===== config.mk =====
export PLATFORM = sky130hd
export DESIGN_NAME = sec_switch_matrix_cfg
export DESIGN_NICKNAME = d
export VERILOG_FILES = /design/src/rtl/sec_switch_matrix_cfg.sv
export SDC_FILE = /design/constraint.sdc
export NUM_CORES = 1
export LEC_CHECK = 0
export CORE_MARGIN = 3
export CORE_UTILIZATION = 50
export DETAILED_ROUTE_END_ITERATION = 16
export GPL_ROUTABILITY_DRIVEN = 0
export GPL_TIMING_DRIVEN = 0
export MAX_ROUTING_LAYER = met4
export PLACE_DENSITY = 0.9
export RECOVER_POWER = 100
export SLEW_MARGIN = 20
export SYNTH_ARGS = -nofsm -noshare
export SYNTH_HDL_FRONTEND = slang
export SYNTH_SLANG_ARGS = --single-unit

===== constraint.sdc =====
create_clock -name UserCLK -period 2 [get_ports UserCLK]
set_input_delay 0.4 -clock UserCLK [delete_from_list [all_inputs] [get_ports UserCLK]]
set_output_delay 0.4 -clock UserCLK [all_outputs]
set_load 0.01 [all_outputs]

===== src/rtl/sec_switch_matrix_cfg.sv =====
// sec_switch_matrix_cfg: per-lane 4:1 routing matrix for ctrl/sec tiles
// with a word-serial loader, shadow register and atomic commit.
module sec_switch_matrix_cfg #(
  parameter int NUM_CH     = 8,
  parameter int CFG_IN_W   = 8,
  parameter int OUT_REG_EN = 1,
  localparam int NUM_OUT   = 3 * NUM_CH,
  localparam int CFG_W     = 3 * NUM_OUT
) (
  input  logic                UserCLK,
  input  logic                rst,
  input  logic [NUM_CH-1:0]   from_E,
  input  logic [NUM_CH-1:0]   from_W,
  input  logic [NUM_CH-1:0]   from_N,
  input  logic [NUM_CH-1:0]   from_S,
  output logic [NUM_CH-1:0]   to_W,
  output logic [NUM_CH-1:0]   to_N,
  output logic [NUM_CH-1:0]   to_S,
  input  logic                cfg_valid,
  output logic                cfg_ready,
  input  logic [CFG_IN_W-1:0] cfg_data,
  input  logic                cfg_last,
  output logic                cfg_done,
  output logic                cfg_err,
  output logic [CFG_W-1:0]    cfg_active
);

  localparam int WORDS = (CFG_W + CFG_IN_W - 1) / CFG_IN_W;
  localparam int CNT_W = (WORDS > 1) ? $clog2(WORDS + 1) : 1;
  localparam logic [CNT_W-1:0] LAST_IDX = CNT_W'(WORDS - 1);

  localparam logic [1:0] S_IDLE   = 2'd0;
  localparam logic [1:0] S_LOAD   = 2'd1;
  localparam logic [1:0] S_COMMIT = 2'd2;
  localparam logic [1:0] S_ERROR  = 2'd3;

  logic [1:0]         state_q, state_d;
  logic [CNT_W-1:0]   cnt_q, cnt_d;
  logic [CFG_W-1:0]   shadow_q, shadow_d;
  logic [CFG_W-1:0]   active_q, active_d;
  logic               err_q, err_d;
  logic               acc;
  logic [CFG_W-1:0]   wmask;
  int                 sh;

  logic [NUM_OUT-1:0] mux;
  logic [NUM_OUT-1:0] mode_eff;
  logic [NUM_OUT-1:0] out_q;
  logic [NUM_OUT-1:0] out_w;

  assign cfg_ready  = (state_q == S_IDLE) || (state_q == S_LOAD);
  assign cfg_done   = (state_q == S_COMMIT);
  assign cfg_err    = err_q;
  assign cfg_active = active_q;
  assign acc        = cfg_valid && cfg_ready;

  always_comb begin
    for (int b = 0; b < CFG_W; b++) wmask[b] = (b < CFG_IN_W);
  end

  always_comb begin
    state_d  = state_q;
    cnt_d    = cnt_q;
    shadow_d = shadow_q;
    active_d = active_q;
    err_d    = err_q;
    sh       = int'(cnt_q) * CFG_IN_W;
    if (acc) begin
      // bits that land past CFG_W fall off the top of the shift
      shadow_d = (shadow_q & ~(wmask << sh))
               | ((CFG_W'(cfg_data) & wmask) << sh);
      cnt_d    = cnt_q + 1'b1;
      err_d    = 1'b0;
    end
    unique case (state_q)
      S_IDLE: begin
        if (acc) begin
          if (cfg_last) state_d = (WORDS == 1) ? S_COMMIT : S_ERROR;
          else          state_d = S_LOAD;
        end
      end
      S_LOAD: begin
        if (acc) begin
          if (cfg_last && cnt_q == LAST_IDX) state_d = S_COMMIT;
          else if (cfg_last || cnt_q >= LAST_IDX) state_d = S_ERROR;
        end
      end
      S_COMMIT: begin
        active_d = shadow_q;
        cnt_d    = '0;
        state_d  = S_IDLE;
      end
      default: begin
        err_d    = 1'b1;
        shadow_d = '0;
        cnt_d    = '0;
        state_d  = S_IDLE;
      end
    endcase
    if (state_d == S_ERROR) err_d = 1'b1;
  end

  always_ff @(posedge UserCLK) begin
    if (rst) begin
      state_q  <= S_IDLE;
      cnt_q    <= '0;
      shadow_q <= '0;
      active_q <= '0;
      err_q    <= 1'b0;
    end else begin
      state_q  <= state_d;
      cnt_q    <= cnt_d;
      shadow_q <= shadow_d;
      active_q <= active_d;
      err_q    <= err_d;
    end
  end

  always_comb begin
    mux = '0;
    for (int d = 0; d < 3; d++) begin
      for (int i = 0; i < NUM_CH; i++) begin
        case (active_q[3*(d*NUM_CH+i) +: 2])
          2'd0:    mux[d*NUM_CH+i] = from_E[i];
          2'd1:    mux[d*NUM_CH+i] = from_W[i];
          2'd2:    mux[d*NUM_CH+i] = from_N[i];
          default: mux[d*NUM_CH+i] = from_S[i];
        endcase
      end
    end
  end

  generate
    if (OUT_REG_EN != 0) begin : g_reg
      always_comb begin
        for (int o = 0; o < NUM_OUT; o++) mode_eff[o] = active_q[3*o+2];
      end
      always_ff @(posedge UserCLK) begin
        if (rst) out_q <= '0;
        else     out_q <= mux;
      end
    end else begin : g_noreg
      assign mode_eff = '0;
      assign out_q    = '0;
    end
  endgenerate

  assign out_w = (mode_eff & out_q) | (~mode_eff & mux);
  assign to_W  = out_w[0        +: NUM_CH];
  assign to_N  = out_w[NUM_CH   +: NUM_CH];
  assign to_S  = out_w[2*NUM_CH +: NUM_CH];

endmodule

After elaboration in Yosys (flattened, before gate mapping)

Cells that the tools add are included.

Add/sub/neg operators: 1
$lt $le $gt $ge: 1
Equal/unequal tests: 53
Shift-type cells: 2
Mux-type cells: 33
Bitwise gates (word level): 9
Reductions and logical operators: 33

Operators by type and width:

| kind                   | count |
|---|---|
| $and A72 B72 Y72       | 1 |
| $not A72 Y72           | 1 |
| $or A72 B72 Y72        | 1 |
| $pmux W1 S3            | 24 |
| $shl A8 B7 Y72         | 1 |
| $shl A8 B7 Y72 const A | 1 |
| $eq A2 B2 Y1 const B   | 26 |
| $eq A2 B1 Y1 const B   | 25 |
| $logic_not A2 Y1       | 25 |
| $and A24 B24 Y24       | 2 |
| $not A24 Y24           | 1 |
| $or A24 B24 Y24        | 1 |
| $mux W2                | 5 |
| $reduce_or A2 Y1       | 3 |
| $add A4 B1 Y4 const B  | 1 |
| $eq A4 B4 Y1 const B   | 1 |
| $ge A4 B4 Y1 const B   | 1 |
| $pmux W2 S2            | 1 |
| $mux W1                | 3 |
| $ne A3 B1 Y1 const B   | 1 |
| $reduce_or A3 Y1       | 1 |
| $logic_and A1 B1 Y1    | 2 |
| $logic_or A1 B1 Y1     | 2 |
| $not A1 Y1             | 2 |

Register bits: 175
Bits of input ports: 44

Longest topological paths before layout

Gate-level depths: netlist of run 1.

Depth after elaboration: 8
Gate-level depth with buffers: 7
Depth with buffers taken out: 5

Least setup slack after synthesis of run 1

No wires, ideal clock.

Kind: reg-to-reg
From: register cnt_q[0]
To: register shadow_q[30]
Library setup time: 0.128 ns
Arrival: 1.494 ns
Required time: 1.872 ns
Path slack: 0.378 ns
Cell stages (with the launch flop): 7
Period minus slack after synthesis: 1.622 ns
Cell sequence: dfxtp_1 > ha_1 > ha_1 > or4bb_1 > clkbuf_1 > a32oi_1 > nor2_1

Longest elaborated chain between the ends: 4
Elaborated cells on any way between the ends: 5
Those cells by class: shift (2); bitwise (3)

RTL lines:

| item                     | line | RTL |
|---|---|---|
| start: declaration       | 38   | `logic [CNT_W-1:0] cnt_q, cnt_d;` |
| start signal: assignment | 112  | `cnt_q <= cnt_d;` |
| $shl A8 B7 Y72           | 70   | `shadow_d = (shadow_q & ~(wmask << sh))` |
| $not A72 Y72             | 70   |  |
| $and A72 B72 Y72         | 70   |  |
| $or A72 B72 Y72 *        | 71   | `\| ((CFG_W'(cfg_data) & wmask) << sh);` |
| end signal: assignment   | 113  | `shadow_q <= shadow_d;` |
| end: declaration         | 39   | `logic [CFG_W-1:0] shadow_q, shadow_d;` |

Every way passes the cells marked *; elsewhere a longest branch is shown, timed or not.
A chain may end at the register's enable or synchronous reset.

Final worst setup path of run 1

From: input from_W[4]
To: output to_W[4]

Longest elaborated chain between the ends: 3

RTL lines:

| item               | line | RTL |
|---|---|---|
| start: declaration | 13   | `input logic [NUM_CH-1:0] from_W,` |
| $pmux W1 S3        | 123  | `case (active_q[3*(d*NUM_CH+i) +: 2])` |
| $and A24 B24 Y24   | 148  | `assign out_w = (mode_eff & out_q) \| (~mode_eff & mux);` |
| $or A24 B24 Y24    | 148  |  |
| end: declaration   | 16   | `output logic [NUM_CH-1:0] to_W,` |

Every way passes these cells.

==> results of run 1 <==
state kept, by name, indices dropped and copies added, names as in the netlist:
name and cells:
state_q 2, cnt_q 4, cfg_active 72, cfg_err 1, shadow_q 72, out_q 24
logic make-up (layout without fill, tap and decap cells):
kind of cell	count (synthesis)	in the layout	share of synthesized area, %
muxes	73	73	10.7
DFF	175	175	49.3
adders and majority gates	6	6	1.06
AOI/OAI and AO/OA	174	174	16.4
buffers and inverters	61	235	3.88
xor gates and xnor gates	2	2	0.247
and+or+nand+nor	307	307	18.4
cells in the mapped netlist, drive strengths merged, types with 2 or more instances:
cell	instances	area share (%)
buf	25	2.0
a32o	24	3.4
a32oi	16	2.0
o21ai	24	1.7
and2	11	0.97
nor2	47	2.5
nand2	221	12
nand2b	2	0.18
mux2	24	3.8
nor2b	4	0.35
inv	6	0.32
dfxtp	175	49
clkbuf	30	1.6
mux2i	49	6.9
and3	12	1.1
a21oi	74	5.3
ha	6	1.1
o22ai	33	3.8
per-stage QoR:
stage	total power [mW]	TNS [ns]	hold slack (ns)	utilization [%]	cells
after floorplan	4.01	0	0.432	-	798
after global placement	4.31	-41.89	0.440	64.5	1116
after detailed placement	4.32	-46.98	0.446	64.5	1116
after CTS	7.70	0	0.454	68.3	1146
after global routing	7.94	-0.0212	0.468	68.5	1148
final	7.73	0	0.456	68.5	1148
worst paths after layout:
path,from,endpoint,cells after the start
setup / recovery,from_W[4],to_W[4],5
hold / removal,shadow_q[49]$_SDFFE_PP0P_,cfg_active[49]$_SDFFE_PP0P_,2
setup reg to reg,cnt_q[0]$_SDFFE_PP0P_,shadow_q[25]$_SDFFE_PP0P_,6
hold reg to reg,shadow_q[49]$_SDFFE_PP0P_,cfg_active[49]$_SDFFE_PP0P_,2
repair_timing:
action,in CTS,in global routing
cloned,0,0
endpoints found under the setup margin,55,72
pin swaps,0,0
resized for setup,135,39
buffers inserted,0,2
final cells by class:
type                    count  area, sq um
fillers                  1025         4270
repair buffers            144         1340
inverters                   6         30.0
well taps                 176          220
plain buffers              54          267
multi-input cells         562         3290
clock inverters            11          164
flip-flops and latches    175         3520
clock buffers              20          457
layer usage:
layer | up-vias | wire length [um] | track usage, %
met5 | - | 0 | -
met4 | 0 | 842 | 11.0
met3 | 98 | 2180 | 7.68
met2 | 400 | 10300 | 44.7
met1 | 3190 | 8530 | 34.2
li1 | 3087 | - | -
critical path: cells and delay by family:
kind	cells	cell delay, ns
buffers and inverters	2	0.64
muxes	2	0.39
AOI/OAI and AO/OA	1	0.11
where the power goes:
part           internal (mW)  total (mW)  leakage (nW)  switching (mW)
Combinational          0.249       0.648          1.86           0.399
Sequential              3.55        3.60          1.43          0.0437
Clock                   2.14        3.48         0.302            1.34
Total                   5.94        7.73          3.59            1.78
==> summary.md, run 1 <==
| Metric | Value |
|---|---|
| Startpoint types | primary input |
| Antenna-violating nets left | 0 |
| Share of layout cells above drive strength 1 | 13.1% |
| Fin crit share | 97.6% |
| Synth warn | 0 |
| Status | completed |
| Number of global-route vias before repair | 6,512 |
| DRC viols | 0 |
| Final Cell Area | 9290 sq um |
| Initial antenna violation count | 0 |
| Mapped cell area | 7100 sq um |
| Final setup viols | 0 |
| # IOs | 143 |
| ANT cells | 0 |
| Die Width | 125 um |
| Register area share after synthesis | 49.3% |
| Worst Hold Class | reg -> reg |
| Worst-margin pin slew | 0.724 ns |
| CP cell instances | clkdlybuf4s50_1 > mux2i_1 > mux2_4 > o21ai_2 > buf_2 |
| GRT overflow | 0 |
| Nets | 1,010 |
| First drt pass iteration count | 7 |
| Placed cell area | 8740 sq um |
| Largest net degree at the start of global routing | 20 |
| Clk_lat worst skew | 0.43 ns |
| CP Capture Type | output port |
| Highest clock rate | 0.512 GHz |
| Post-synth EDFFs | 0 |
| Post-Synthesis Cells | 798 |
| Layout Skew | 0.00672 ns |
| Slowest-stage cell, CP | clkdlybuf4s50_1 |
| Via Count | 6,775 |
| Port-buffer cells | 142 |
| Worst EP arrival | 1.55 ns |
| Fin. Hold Viols | 0 |
| Period minus WS final | 1.95 ns |
| Power Dens Cells | 832 nW/um^2 |
| DIE HEIGHT | 125 um |
| Clock Sinks | 175 |
| Slew Limit Fails | 0 |
| Post-synth net total | 848 |
| Initial DRC count | 812 |
| TritonCTS clock tree | yes |
| DP HPWL | 15,200 um |
| Initial Util | 52.4% |
| Reg clk slew, reported paths | 0.06 ns |
| Slowest stage delay, CP | 0.51 ns |
| Crit path max fanout | 3 |
| Max-slew headroom | 51.7% |
| Max VDD drop | 0.000574 V |
| Num CTS Buffers | 17 |
| Die area | 15,700 sq um |
| CTS Hold Bufs | 0 |
| Max Cap Viol | 0 |
| P_leak | 3.59 nW |
| Setup WS pre-CTS | -0.788 ns |
| CP required | 1.60 ns |
| Clk buf depth | 2 |
| Crit path kind | in -> out |
| First-pass GRT wire length | 34,300 um |
| Wire length reported by the detailed router | 21,900 um |
| Synth Flop Type | dfxtp_1 |
| Clock root cell | clkbuf_16 |
| Commonest non-fill, non-tap cell in the layout | nand2_1 |
| CTS H-tree lvls | 4 |
| #FFs+latches synth | 175 |
| Most frequent cells in the layout | 219 x nand2_1, 159 x dfxtp_1, 73 x a21oi_1 |
| Cell row count | 42 |
| Core ar. | 13,600 sq um |
| Worst Slack Setup Final | 0.0475 ns |
| Avg Inst Size Synth | 8.90 sq um |
| Wire per inst | 19.1 um |
| Reg2Reg Setup Slack | 0.14 ns |
| All-Layer GR Usage | 28.1% |
| Vias per inst | 5.90 |
| Layout area overhead | 30.8% |
| FFs w/ async S/R, synth | 0% |
| Synth cell types | 41 |
No activity file was read; power rests on OpenSTA's default activity.
==> inputs of run 2 (changes only) <==
CORE_UTILIZATION = 51   (was 50)
PLACE_DENSITY = 0.91   (was 0.9)
==> summary.md, run 2 (synthesis gave the netlist of run 1 again) <==
| Metric | Value |
|---|---|
| Worst Hold Class | reg -> reg |
| Die Width | 124 um (-0.94%) |
| CTS H-tree lvls | 4 (unchanged) |
| Clock Sinks | 175 (unchanged) |
| All-Layer GR Usage | 29.3% (+1.1 points) |
| Max Cap Viol | 0 (unchanged) |
| CP Capture Type | register |
| Core ar. | 13,500 sq um (-0.78%) |
| DIE HEIGHT | 124 um (-0.94%) |
| Fin. Hold Viols | 0 (unchanged) |
| Layout Skew | 0.00803 ns (+0.00131 ns) |
| Share of layout cells above drive strength 1 | 13.2% (+0.089 points) |
| Largest net degree at the start of global routing | 19 (-5.0%) |
| Fin crit share | 99.3% (+1.6 points) |
| CTS Hold Bufs | 0 (unchanged) |
| Via Count | 6,817 (+0.62%) |
| Clock root cell | clkbuf_16 |
| Clk_lat worst skew | 0.43 ns (about the same) |
| Vias per inst | 5.93 (+0.44%) |
| Status | completed |
| Commonest non-fill, non-tap cell in the layout | nand2_1 |
| Layout fillers | 1,040 (+1.5%) |
| Most frequent cells in the layout | 218 x nand2_1, 162 x dfxtp_1, 73 x a21oi_1 |
| Port-buffer cells | 142 (unchanged) |
| Slew Limit Fails | 0 (unchanged) |
| Power Dens Cells | 822 nW/um^2 (-1.2%) |
| Crit path kind | in -> reg |
| Setup_tns | 0 ns (unchanged) |
| GRT overflow | 0 (unchanged) |
| Met3 wire len | 2170 um (about the same) |
| # IOs | 143 (unchanged) |
| Period minus WS final | 1.99 ns (+0.0326 ns) |
| Die area | 15,400 sq um (-1.9%) |
| FF+latch area | 3520 sq um (-0.11%) |
| Max VDD drop | 0.000511 V (-11%) |
| Area taken by multi-input logic gates | 3320 sq um (+0.76%) |
| Met2 Routed Length | 10,300 um (about the same) |
| First-pass GRT wire length | 33,300 um (-3.0%) |
| Wire per inst | 18.9 um (-0.65%) |
| Placed cell area | 8740 sq um (unchanged) |
| DRC viols | 0 (unchanged) |
| CP required | 2.36 ns (+0.76 ns) |
| P_leak | 3.62 nW (+0.94%) |
| Highest clock rate | 0.504 GHz (-1.6%) |
| Clk buf depth | 2 (unchanged) |
| Highest metal used | met4 |
| DP HPWL | 15,300 um (+0.45%) |
| Hold slack | 0.449 ns (-0.00704 ns) |
| TritonCTS clock tree | yes |
| Crit path max fanout | 10 (+7) |
| Cell row count | 42 (unchanged) |
| Layout area overhead | 31.0% |
| Nets | 1,011 (+0.099%) |
| Initial Util | 52.8% (+0.41 points) |
| Startpoint types | primary input |
| Reg clk slew, reported paths | 0.07 ns (about the same) |
| Final setup viols | 0 (unchanged) |
| Num CTS Buffers | 17 (unchanged) |
| Max-slew headroom | 57.0% (+5.3 points) |
| Met1 Wirelength | 8430 um (-1.1%) |
| Antenna-violating nets left | 0 (unchanged) |
| Worst EP arrival | 2.35 ns (+0.80 ns) |
| Initial DRC count | 622 (-23%) |
| Number of global-route vias before repair | 6,510 (-0.031%) |
| Final Cell Area | 9300 sq um (+0.12%) |
| First drt pass iteration count | 9 (+2) |
| Worst-margin pin slew | 0.645 ns (-0.0793 ns) |
| Wire length reported by the detailed router | 21,800 um (-0.48%) |
| Initial antenna violation count | 1 (+1) |
[run 2: report_power, final]
group	internal [mW]	leakage (nW)	switching, mW
Clock	2.06	0.293	1.35
Sequential	3.55	1.42	0.0440
Combinational	0.248	1.90	0.397
[run 2: worst paths after layout]
kind	startpoint	endpoint	slack, ns	depth (start not counted)
setup / recovery	cfg_valid	shadow_q[31]$_SDFFE_PP0P_	0.01	7
hold / removal	shadow_q[70]$_SDFFE_PP0P_	cfg_active[70]$_SDFFE_PP0P_	0.45	2
setup reg to reg	cnt_q[0]$_SDFFE_PP0P_	shadow_q[31]$_SDFFE_PP0P_	0.08	6
hold reg to reg	shadow_q[70]$_SDFFE_PP0P_	cfg_active[70]$_SDFFE_PP0P_	0.45	2
[run 2: stage by stage]
stage	worst slack (ns)	power, mW	util [%]	instances
3_5_place_dp	-0.777	4.32	65.0	1116
6_report	0.0150	7.65	69.1	1150
4_1_cts	0.00388	7.63	68.8	1147
2_1_floorplan	0.378	4.01	-	798
5_1_grt	-0.00326	7.82	69.1	1150
3_3_place_gp	-0.761	4.31	65.0	1116
[run 2: cell type report]
class,instances,share of cell area (%)
plain buffers,54,2.83
flip-flops and latches,175,37.8
repair buffers,145,14.4
inverters,6,0.296
multi-input cells,562,35.7
diodes,1,0.0269
well taps,176,2.37
clock buffers,22,5.10
clock inverters,9,1.43
[run 2: per-layer routing]
layer  GRT usage, %  vias up
li1               -     3106
met1           34.5     3224
met2           47.4      407
met3           8.36       80
met4           11.7        0
met5              -        -
[run 2: repair_timing]
item,4_1_cts,5_1_grt
buffers inserted,1,2
resized for setup,132,44
pin swaps,0,0
endpoints found under the setup margin,56,65
hold endpoints to repair,0,0
[run 2: critical path: stages]
cell and delay, ns:
clkdlybuf4s50_1 0.58, buf_6 0.18, nor4b_1 0.27, clkbuf_1 0.41, buf_6 0.21, a32oi_1 0.14
nor2_1 0.15
